[config.mk]
export PLATFORM = sky130hd
export DESIGN_NAME = fpdp_add_requester
export DESIGN_NICKNAME = d
export VERILOG_FILES = /design/src/rtl/fpdp_pkg.sv /design/src/rtl/fpdp_watchdog.sv /design/src/rtl/fpdp_add_requester.sv
export SDC_FILE = /design/constraint.sdc
export NUM_CORES = 1
export LEC_CHECK = 0
export BUFFER_PORTS_ARGS = -buffer_cell sky130_fd_sc_hd__buf_4
export CORE_AREA = 2 2 154 156
export CTS_CLUSTER_DIAMETER = 150
export DETAILED_ROUTE_END_ITERATION = 6
export DIE_AREA = 0 0 156 158
export GPL_TIMING_DRIVEN = 0
export SYNTH_ARGS = -nofsm -noshare
export SYNTH_HDL_FRONTEND = slang
export SYNTH_SLANG_ARGS = --single-unit
[constraint.sdc]
create_clock -name clk -period 3.65 [get_ports clk]
set_input_delay 0.365 -clock clk [delete_from_list [all_inputs] [get_ports clk]]
set_output_delay 0.365 -clock clk [all_outputs]
set_load 0.05 [all_outputs]
[src/rtl/fpdp_pkg.sv]
// Shared types and handshake constants for the fpdp core requesters.
`timescale 1ns/1ps
package fpdp_pkg;

    typedef enum logic [1:0] {
        IDLE,
        ISSUE,
        RELEASE,
        RESP
    } state_t;

    localparam logic [3:0] HS_REQ   = 4'd1;
    localparam logic [3:0] HS_IDLE  = 4'd0;
    localparam logic [3:0] DONE_OK  = 4'd1;
    localparam int         SIGN_BIT = 63;

    // Negation touches only the sign bit, so NaN/Inf payloads pass through unchanged.
    function automatic logic [63:0] negate_fp(input logic [63:0] x);
        return {~x[SIGN_BIT], x[SIGN_BIT-1:0]};
    endfunction

endpackage

[src/rtl/fpdp_watchdog.sv]
// Saturating cycle counter that flags a stalled handshake phase.
`timescale 1ns/1ps
module fpdp_watchdog #(
    parameter int LIMIT = 64,
    parameter int CNT_W = 7
) (
    input  logic clk,
    input  logic rset,
    input  logic clear,
    input  logic enable,
    output logic expire
);

    localparam logic [CNT_W-1:0] LAST = CNT_W'(LIMIT - 1);

    logic [CNT_W-1:0] count;

    // Counter parks on LAST so expire stays asserted until the owner clears it.
    always_ff @(posedge clk or negedge rset) begin
        if (!rset) begin
            count <= '0;
        end else if (clear) begin
            count <= '0;
        end else if (enable && (count != LAST)) begin
            count <= count + CNT_W'(1);
        end
    end

    assign expire = enable && (count == LAST);

endmodule

[src/rtl/fpdp_add_requester.sv]
// Four-phase ready/done initiator for the double-precision adder, with a
// valid/ready request channel upstream and a result channel downstream.
`timescale 1ns/1ps
module fpdp_add_requester
    import fpdp_pkg::*;
#(
    parameter int TIMEOUT_CYCLES = 64,
    parameter int CNT_W          = 7
) (
    input  logic        clk,
    input  logic        rset,
    input  logic        req_valid,
    input  logic [63:0] req_a,
    input  logic [63:0] req_b,
    input  logic        req_sub,
    output logic        req_ready,
    output logic        rsp_valid,
    output logic [63:0] rsp_z,
    output logic        rsp_err,
    input  logic        rsp_ready,
    output logic [63:0] add_input_a,
    output logic [63:0] add_input_b,
    output logic [3:0]  add_ready,
    input  logic [63:0] add_output_z,
    input  logic [3:0]  add_done
);

    state_t state;
    state_t state_next;
    logic   load_ops;
    logic   latch_ok;
    logic   latch_err;
    logic   wd_clear;
    logic   wd_enable;
    logic   wd_expire;

    assign wd_enable = (state == ISSUE) || (state == RELEASE);
    assign wd_clear  = (state_next != state);

    fpdp_watchdog #(
        .LIMIT (TIMEOUT_CYCLES),
        .CNT_W (CNT_W)
    ) u_watchdog (
        .clk    (clk),
        .rset   (rset),
        .clear  (wd_clear),
        .enable (wd_enable),
        .expire (wd_expire)
    );

    always_ff @(posedge clk or negedge rset) begin
        if (!rset) begin
            state <= IDLE;
        end else begin
            state <= state_next;
        end
    end

    // Completion takes priority over a watchdog expiring in the same cycle.
    always_comb begin
        state_next = state;
        load_ops   = 1'b0;
        latch_ok   = 1'b0;
        latch_err  = 1'b0;
        unique case (state)
            IDLE: begin
                if (req_valid) begin
                    load_ops   = 1'b1;
                    state_next = ISSUE;
                end
            end
            ISSUE: begin
                if (add_done == DONE_OK) begin
                    latch_ok   = 1'b1;
                    state_next = RELEASE;
                end else if (wd_expire) begin
                    latch_err  = 1'b1;
                    state_next = RELEASE;
                end
            end
            RELEASE: begin
                if (add_done != DONE_OK) begin
                    state_next = RESP;
                end else if (wd_expire) begin
                    latch_err  = 1'b1;
                    state_next = RESP;
                end
            end
            RESP: begin
                if (rsp_ready) begin
                    state_next = IDLE;
                end
            end
            default: state_next = IDLE;
        endcase
    end

    // Operands are held from acceptance until the next request is taken.
    always_ff @(posedge clk or negedge rset) begin
        if (!rset) begin
            add_input_a <= '0;
            add_input_b <= '0;
        end else if (load_ops) begin
            add_input_a <= req_a;
            add_input_b <= req_sub ? negate_fp(req_b) : req_b;
        end
    end

    always_ff @(posedge clk or negedge rset) begin
        if (!rset) begin
            rsp_z   <= '0;
            rsp_err <= 1'b0;
        end else if (latch_ok) begin
            rsp_z   <= add_output_z;
            rsp_err <= 1'b0;
        end else if (latch_err) begin
            rsp_z   <= '0;
            rsp_err <= 1'b1;
        end
    end

    assign req_ready = (state == IDLE);
    assign rsp_valid = (state == RESP);
    assign add_ready = (state == ISSUE) ? HS_REQ : HS_IDLE;

endmodule

==> results of run 1 <==
-- power groups by stage --
stage                     registers [mW]  clock network [mW]  logic [mW]
after detailed placement            3.89                   0        7.64
final                               3.86                2.39        7.58
after CTS                           3.87                2.45        7.64
after global routing                4.00                2.58        7.89
after floorplan                     7.48                   0        1.57
after global placement              3.86                   0        7.60
-- per-stage QoR --
stage                     hold WS [ps]  instances
after detailed placement         456.1       1183
after floorplan                  69.41        496
after global routing             54.71       1227
final                            74.30       1227
after global placement           473.1       1182
after CTS                        51.26       1227
-- synth_stat cells (2+ instances only) --
| library cell | count | share of area |
|---|---|---|
| buf_2 | 21 | 0.014 |
| and2_1 | 2 | 0.0016 |
| nand2_1 | 6 | 0.0029 |
| a21oi_1 | 5 | 0.0032 |
| ha_1 | 5 | 0.0081 |
| xnor2_1 | 3 | 0.0034 |
| dfrtp_1 | 202 | 0.65 |
| mux2i_1 | 2 | 0.0026 |
| a22o_1 | 64 | 0.072 |
| buf_4 | 3 | 0.0029 |
| o21a_1 | 2 | 0.0019 |
| and4_1 | 2 | 0.0023 |
| o21ai_0 | 4 | 0.0026 |
| buf_6 | 7 | 0.010 |
| nor2_1 | 3 | 0.0015 |
| nor3_1 | 7 | 0.0045 |
| mux2_2 | 127 | 0.18 |
| inv_1 | 3 | 0.0015 |
| nand3_1 | 5 | 0.0032 |
-- flip-flops by register name, indices dropped and copies added (netlist names) --
signal            cells
add_input_a          64
add_input_b          64
rsp_err               1
rsp_z                64
state                 2
u_watchdog.count      7
-- per-layer routing --
metal,up-vias,global-route usage
met2,252,0.3110
met3,26,0.05721
met1,2814,0.2173
met4,2,0.04107
met5,-,0
li1,2670,-
-- cell families (layout without fill, tap and decap cells) --
logic type / count (synthesis) / count (layout) / share of synthesized area
buffers and inverters: 35 / 476 / 0.02855
multiplexers: 129 / 129 / 0.1870
adder cells (fa/ha/maj): 5 / 5 / 0.008066
flip-flops: 202 / 202 / 0.6517
AND/OR/NAND/NOR: 35 / 35 / 0.02791
other: 1 / 3 / 0.0004835
AO/OA/AOI/OAI: 83 / 83 / 0.09179
XOR/XNOR: 4 / 4 / 0.004518
-- layout make-up --
cell class | instances | area share
sequential | 202 | 0.4234
timing repair buffer | 398 | 0.2528
multi-input combinational | 259 | 0.2083
clock buffer | 32 | 0.05712
tap | 290 | 0.03039
buffer | 32 | 0.01761
clock inverter | 11 | 0.009432
inverter | 3 | 0.0009432
-- how the worst min path moves through the flow --
stage | start | endpoint | slack [ps] | cells after the start
6_report | add_output_z[21] | rsp_z[21] | 70 | 2
5_1_grt | add_output_z[55] | rsp_z[55] | 50 | 2
4_1_cts | add_output_z[47] | rsp_z[47] | 50 | 2
3_5_place_dp | rset | rsp_z[56] | 460 | 1
3_3_place_gp | add_input_b[63] | add_input_b[63] | 470 | 2
2_1_floorplan | rset | add_input_a[0] | 70 | 0
-- timing repair --
action,4_1_cts,5_1_grt
endpoints found under the setup margin,0,0
hold endpoints to repair,99,0
hold buffers,1,0
-- placed cells by master (no fill, tap or decap), types with 2 or more instances in the layout --
master | netlist | routed
buf_4 | 3 | 398
dfrtp_1 | 202 | 202
mux2_2 | 127 | 127
a22o_1 | 64 | 64
clkbuf_16 | 0 | 25
buf_2 | 21 | 21
nor3_1 | 7 | 7
buf_6 | 7 | 7
nand2_1 | 6 | 6
clkinv_2 | 0 | 6
clkbuf_1 | 1 | 5
nand3_1 | 5 | 5
a21oi_1 | 5 | 5
ha_1 | 5 | 5
o21ai_0 | 4 | 4
inv_1 | 3 | 3
nor2_1 | 3 | 3
xnor2_1 | 3 | 3
conb_1 | 1 | 3
clkinvlp_4 | 0 | 3
clkbuf_8 | 0 | 3
and2_1 | 2 | 2
and4_1 | 2 | 2
o21a_1 | 2 | 2
mux2i_1 | 2 | 2
bufinv_16 | 0 | 2
==> impl_metrics.csv, run 1 <==
group,metric,value,unit
cts,cts_sinks,202,
setup_path,worstSetupStartpointType,"flop",
sta,fin_crit_sh,0.6636,
power_and_ir_drop,leakagePower,5.906,nW
setup_path,r2r_end,"add_input_a[18]",
route,drc,0,
cts,path_clk_slew,60,ps
die,num_rows,56,
sta,fmax,0.4128,GHz
synthesis,synth.avg_cell_area,15.70,µm²
route,via_per_inst,4.698,
setup_path,path_buf_inv,4,
cells_and_area,multiInputGateArea,0.002487,mm²
placement,place_congestion,0.7604,
cells_and_area,final_area,0.01194,mm²
sta,worst_pin_slew,802.8,ps
die,fp.dieW,156,µm
synthesis,async_reset_ff_frac,1.000,
sta,finalWorstSetupSlack,1228,ps
hold_path,hold_path_class,"in2reg",
die,dieHeight,158,µm
cts,postCtsSetupBuffers,0,
setup_path,cp_slowest_cell,"dfrtp_1",
sta,hold_violations,0,
job,cap_violations,0,
sta,slew_headroom,0.4648,
power_and_ir_drop,power_frac_clock,0.173,
route,dr.first_iter.drc_count,234,
cells_and_area,syn_to_final_growth,53.93,%
route,drt_pass1_iterations,4,
setup_path,crit_arrival,2810,ps
power_and_ir_drop,netSwitchingPower,6.562,mW
route,top_layer_used,"met5",
power_and_ir_drop,finalPower,13.83,mW
sta,period_needed,2422,ps
synthesis,synth_cell_types,40,
cells_and_area,seq_area,0.005055,mm²
placement,dpl-instance-area,0.01113,mm²
route,drt-met1-wl,9102,µm
synthesis,synth_seq_cells,202,
cells_and_area,n_fill_cell,2072,
power_and_ir_drop,sw_frac_of_total,0.4744,
global_routing,grt_pass1_wl,34310,µm
setup_path,crit_path_end,"add_input_a[18]",
setup_path,slowest_delay,470,ps
setup_path,crit_family,"buffers and inverters",
cts,h-tree-depth,1,
synthesis,netlist_area,0.007756,mm²
cts,clk_latency,510,ps
sta,finalSetupViolCount,0,
synthesis,ys_warn_count,0,
setup_path,r2r-start,"state[0]",
route,dr_wl_met2,11540,µm
power_and_ir_drop,seq_power_share,0.279,
sta,rsz0062_at_grt,"false",
synthesis,synth_ff_type,"dfrtp_1",
setup_path,worstSetupPathType,"reg2reg",
global_routing,overflow,0,
placement,dpl.hpwl,17500,µm
power_and_ir_drop,peakVddDrop,0.5801,mV
die,io_pins,400,
route,drtAntennaViolNets,0,
setup_path,critPathMostFrequentCell,"buf_2",
route,wl,23100,µm
power_and_ir_drop,comb_power_share,0.548,
global_routing,first_global_vias,5916,
cts,cts_tree,"done",
setup_path,cp.depth,7,
synthesis,syn_inst,494,
setup_path,rr_worst_depth,7,
cells_and_area,final_util,0.5179,
cts,cts_max_path_buffers,3,
global_routing,grt_max_degree,104,
sta,finalMaxSlewViolations,0,
synthesis,synth_edf_count,0,
cts,cts-buffers-inserted,24,
cts,ctsResizeCount,0,
power_and_ir_drop,intPower,7.269,mW
setup_path,endpoint_kind,"flop",
cells_and_area,drive_gt1_frac,0.6414,
route,vias,5764,
sta,clock_skew,11.88,ps
sta,setup-tns-final,0,ps
setup_path,path_cells,"inv_1 -> ha_1 -> clkbuf_1 -> and2_1 -> buf_2 -> buf_2 -> mux2_2",
outcome,outcome,"finished clean",
cts,clockRootBuffer,"clkbuf_16",
setup_path,crit_start,"state[0]",
cells_and_area,diodes,0,
placement,dp_slack,1195,ps
cells_and_area,nNetsFinal,1126,
power_and_ir_drop,pwr_density_cell,1158,mW/mm²
setup_path,r2r_setup_slack,1230,ps
global_routing,grt_use_total,0.1788,
setup_path,cp_max_fo,10,
die,core_area,0.02305,mm²
global_routing,grt_antenna_before_repair,1,
setup_path,critPathRequiredTime,4040,ps
die,dieArea,0.02465,mm²
route,route.met3.wl,2083,µm
route,routed_wire_length_per_instance,18.82,µm
die,start_util,0.3365,
synthesis,seq_area_frac_synth,0.6517,
placement,port_buffers,396,
Note: power is estimated with default switching activity, not from simulation.
==> inputs of run 2 (changes only) <==
CORE_AREA = 2 2 156 158   (was 2 2 154 156)
DIE_AREA = 0 0 158 160   (was 0 0 156 158)
clock period = 2.4 ns   (was 3.65 ns; I/O delays follow)
==> run 2 against run 1 <==
Hold slack lost 18 ps. Combinational power grew 57%. Core utilization grew 6.4 points. Highest routed layer is now met4. Critical path type unchanged. Largest power group unchanged. Sequential power grew 53%. Critical path depth grew 1.
==> impl_metrics.csv, run 2 (synthesis gave the netlist of run 1 again) <==
group,metric,value,unit
sta,finalSetupViolCount,0,
cells_and_area,reg_top3,"add_input_a (64), add_input_b (64), rsp_z (64)",
placement,dp_slack,-91.39,ps
cells_and_area,final_common_cell,"buf_4",
sta,slew_headroom,0.5114,
hold_path,hold_path_class,"in2reg",
placement,dpl.hpwl,16860,µm
route,drtAntennaViolNets,0,
power_and_ir_drop,leakagePower,6.686,nW
cells_and_area,diodes,0,
cts,cts-buffers-inserted,23,
global_routing,overflow,0,
cts,clockRootBuffer,"clkbuf_16",
sta,worst_pin_slew,732.9,ps
cts,h-tree-depth,1,
sta,rsz0062_at_grt,"false",
die,core_area,0.02382,mm²
outcome,outcome,"finished clean",
power_and_ir_drop,pwr_density_cell,1532,mW/mm²
die,start_util,0.3256,
placement,place_congestion,0.7495,
route,wl,25310,µm
route,drc,0,
cts,cts_sinks,202,
sta,hold_violations,0,
die,dieArea,0.02528,mm²
setup_path,cp_max_fo,10,
sta,setup-tns-final,0,ps
die,num_rows,57,
cells_and_area,drive_gt1_frac,0.5337,
global_routing,grt_antenna_before_repair,0,
job,cap_violations,0,
cts,path_clk_slew,60,ps
route,routed_wire_length_per_instance,17.45,µm
setup_path,worstSetupStartpointType,"flop",
cells_and_area,final_util,0.5817,
cts,clk_latency,510,ps
cells_and_area,layout_common_cells,"buf_4, dfrtp_1, dlygate4sd3_1, mux2_2, a22o_1",
sta,finalWorstSetupSlack,144.0,ps
global_routing,grt_use_total,0.1925,
sta,finalMaxSlewViolations,0,
die,dieHeight,160,µm
sta,period_needed,2256,ps
die,io_pins,400,
setup_path,endpoint_kind,"flop",
sta,fmax,0.4433,GHz
die,fp.dieW,158,µm
cells_and_area,final_area,0.01386,mm²
setup_path,critPathRequiredTime,2790,ps
sta,clock_skew,10.64,ps
route,vias,6516,
global_routing,grt_max_degree,111,
global_routing,grt_pass1_wl,38610,µm
sta,fin_crit_sh,0.9400,
setup_path,worstSetupPathType,"reg2reg",
placement,dpl-instance-area,0.01118,mm²
global_routing,first_global_vias,6978,
cells_and_area,syn_to_final_growth,78.66,%
route,via_per_inst,4.494,
route,drt_pass1_iterations,4,
placement,port_buffers,396,
cells_and_area,nNetsFinal,1315,
cts,cts_max_path_buffers,3,
cts,cts_tree,"done",
setup_path,crit_arrival,2640,ps
route,dr.first_iter.drc_count,253,
power_and_ir_drop,peakVddDrop,1.042,mV
## run 2: area by class of cell
type	instances	area, µm²
plain buffers	31	221.5
clock buffers	34	666.9
clock inverters	8	68.82
fillers	1946	9963
inverters	3	11.26
multi-input cells	259	2497
flip-flops and latches	202	5056
well taps	324	405.4
repair buffers	589	4930
## run 2: power by group
part / internal [mW] / switching (mW) / total [mW] / leakage [nW]
logic: 4.08 / 7.80 / 11.9 / 3.87
clock network: 2.03 / 1.39 / 3.42 / 0.369
registers: 5.01 / 0.914 / 5.92 / 2.45
## run 2: final timing paths
| path | start | endpoint | slack (ps) | cells after the start |
|---|---|---|---|---|
| max reg2reg | state[0] | rsp_z[17] | 140 | 8 |
| min | req_sub | add_input_b[63] | 60 | 3 |
| min reg2reg | add_input_b[63] | add_input_b[63] | 490 | 2 |
| min in group asynchronous | rset | add_input_a[21] | 320 | 2 |
| max in group asynchronous | rset | add_input_b[59] | 1100 | 3 |
| max | state[0] | rsp_z[17] | 140 | 8 |
## run 2: through the flow
step / hold slack (ps) / power [mW] / cells
3_5_place_dp: 299.2 / 17.54 / 1217
3_3_place_gp: 462.5 / 17.45 / 1216
4_1_cts: 31.74 / 21.35 / 1451
2_1_floorplan: -55.59 / 13.76 / 496
6_report: 56.77 / 21.22 / 1450
5_1_grt: 51.74 / 22.13 / 1450
## run 2: metal layers
layer	vias to the layer above	GRT usage	share of wire
met5	-	0	0
met3	47	0.05156	0.081
met1	3153	0.2332	0.40
met2	271	0.3318	0.49
li1	3045	-	-
met4	0	0.06183	0.029
## run 2: timing repair
| item | 4_1_cts | 5_1_grt |
|---|---|---|
| endpoints found under the hold margin | 283 | 0 |
| setup buffers | 0 | 0 |
| pin swaps | 0 | 0 |
| gates resized for setup | 6 | 3 |
| cloned | 0 | 0 |
| setup endpoints to repair | 107 | 181 |
| hold buffers | 192 | 0 |
## run 2: critical path, cell delays in order, from the launching register on
cell and delay [ps]:
dfrtp_2 440, inv_1 120, ha_2 390, nand3_1 160, nand2b_2 280, o21a_1 240, buf_6 160, buf_6 150
a22o_1 190
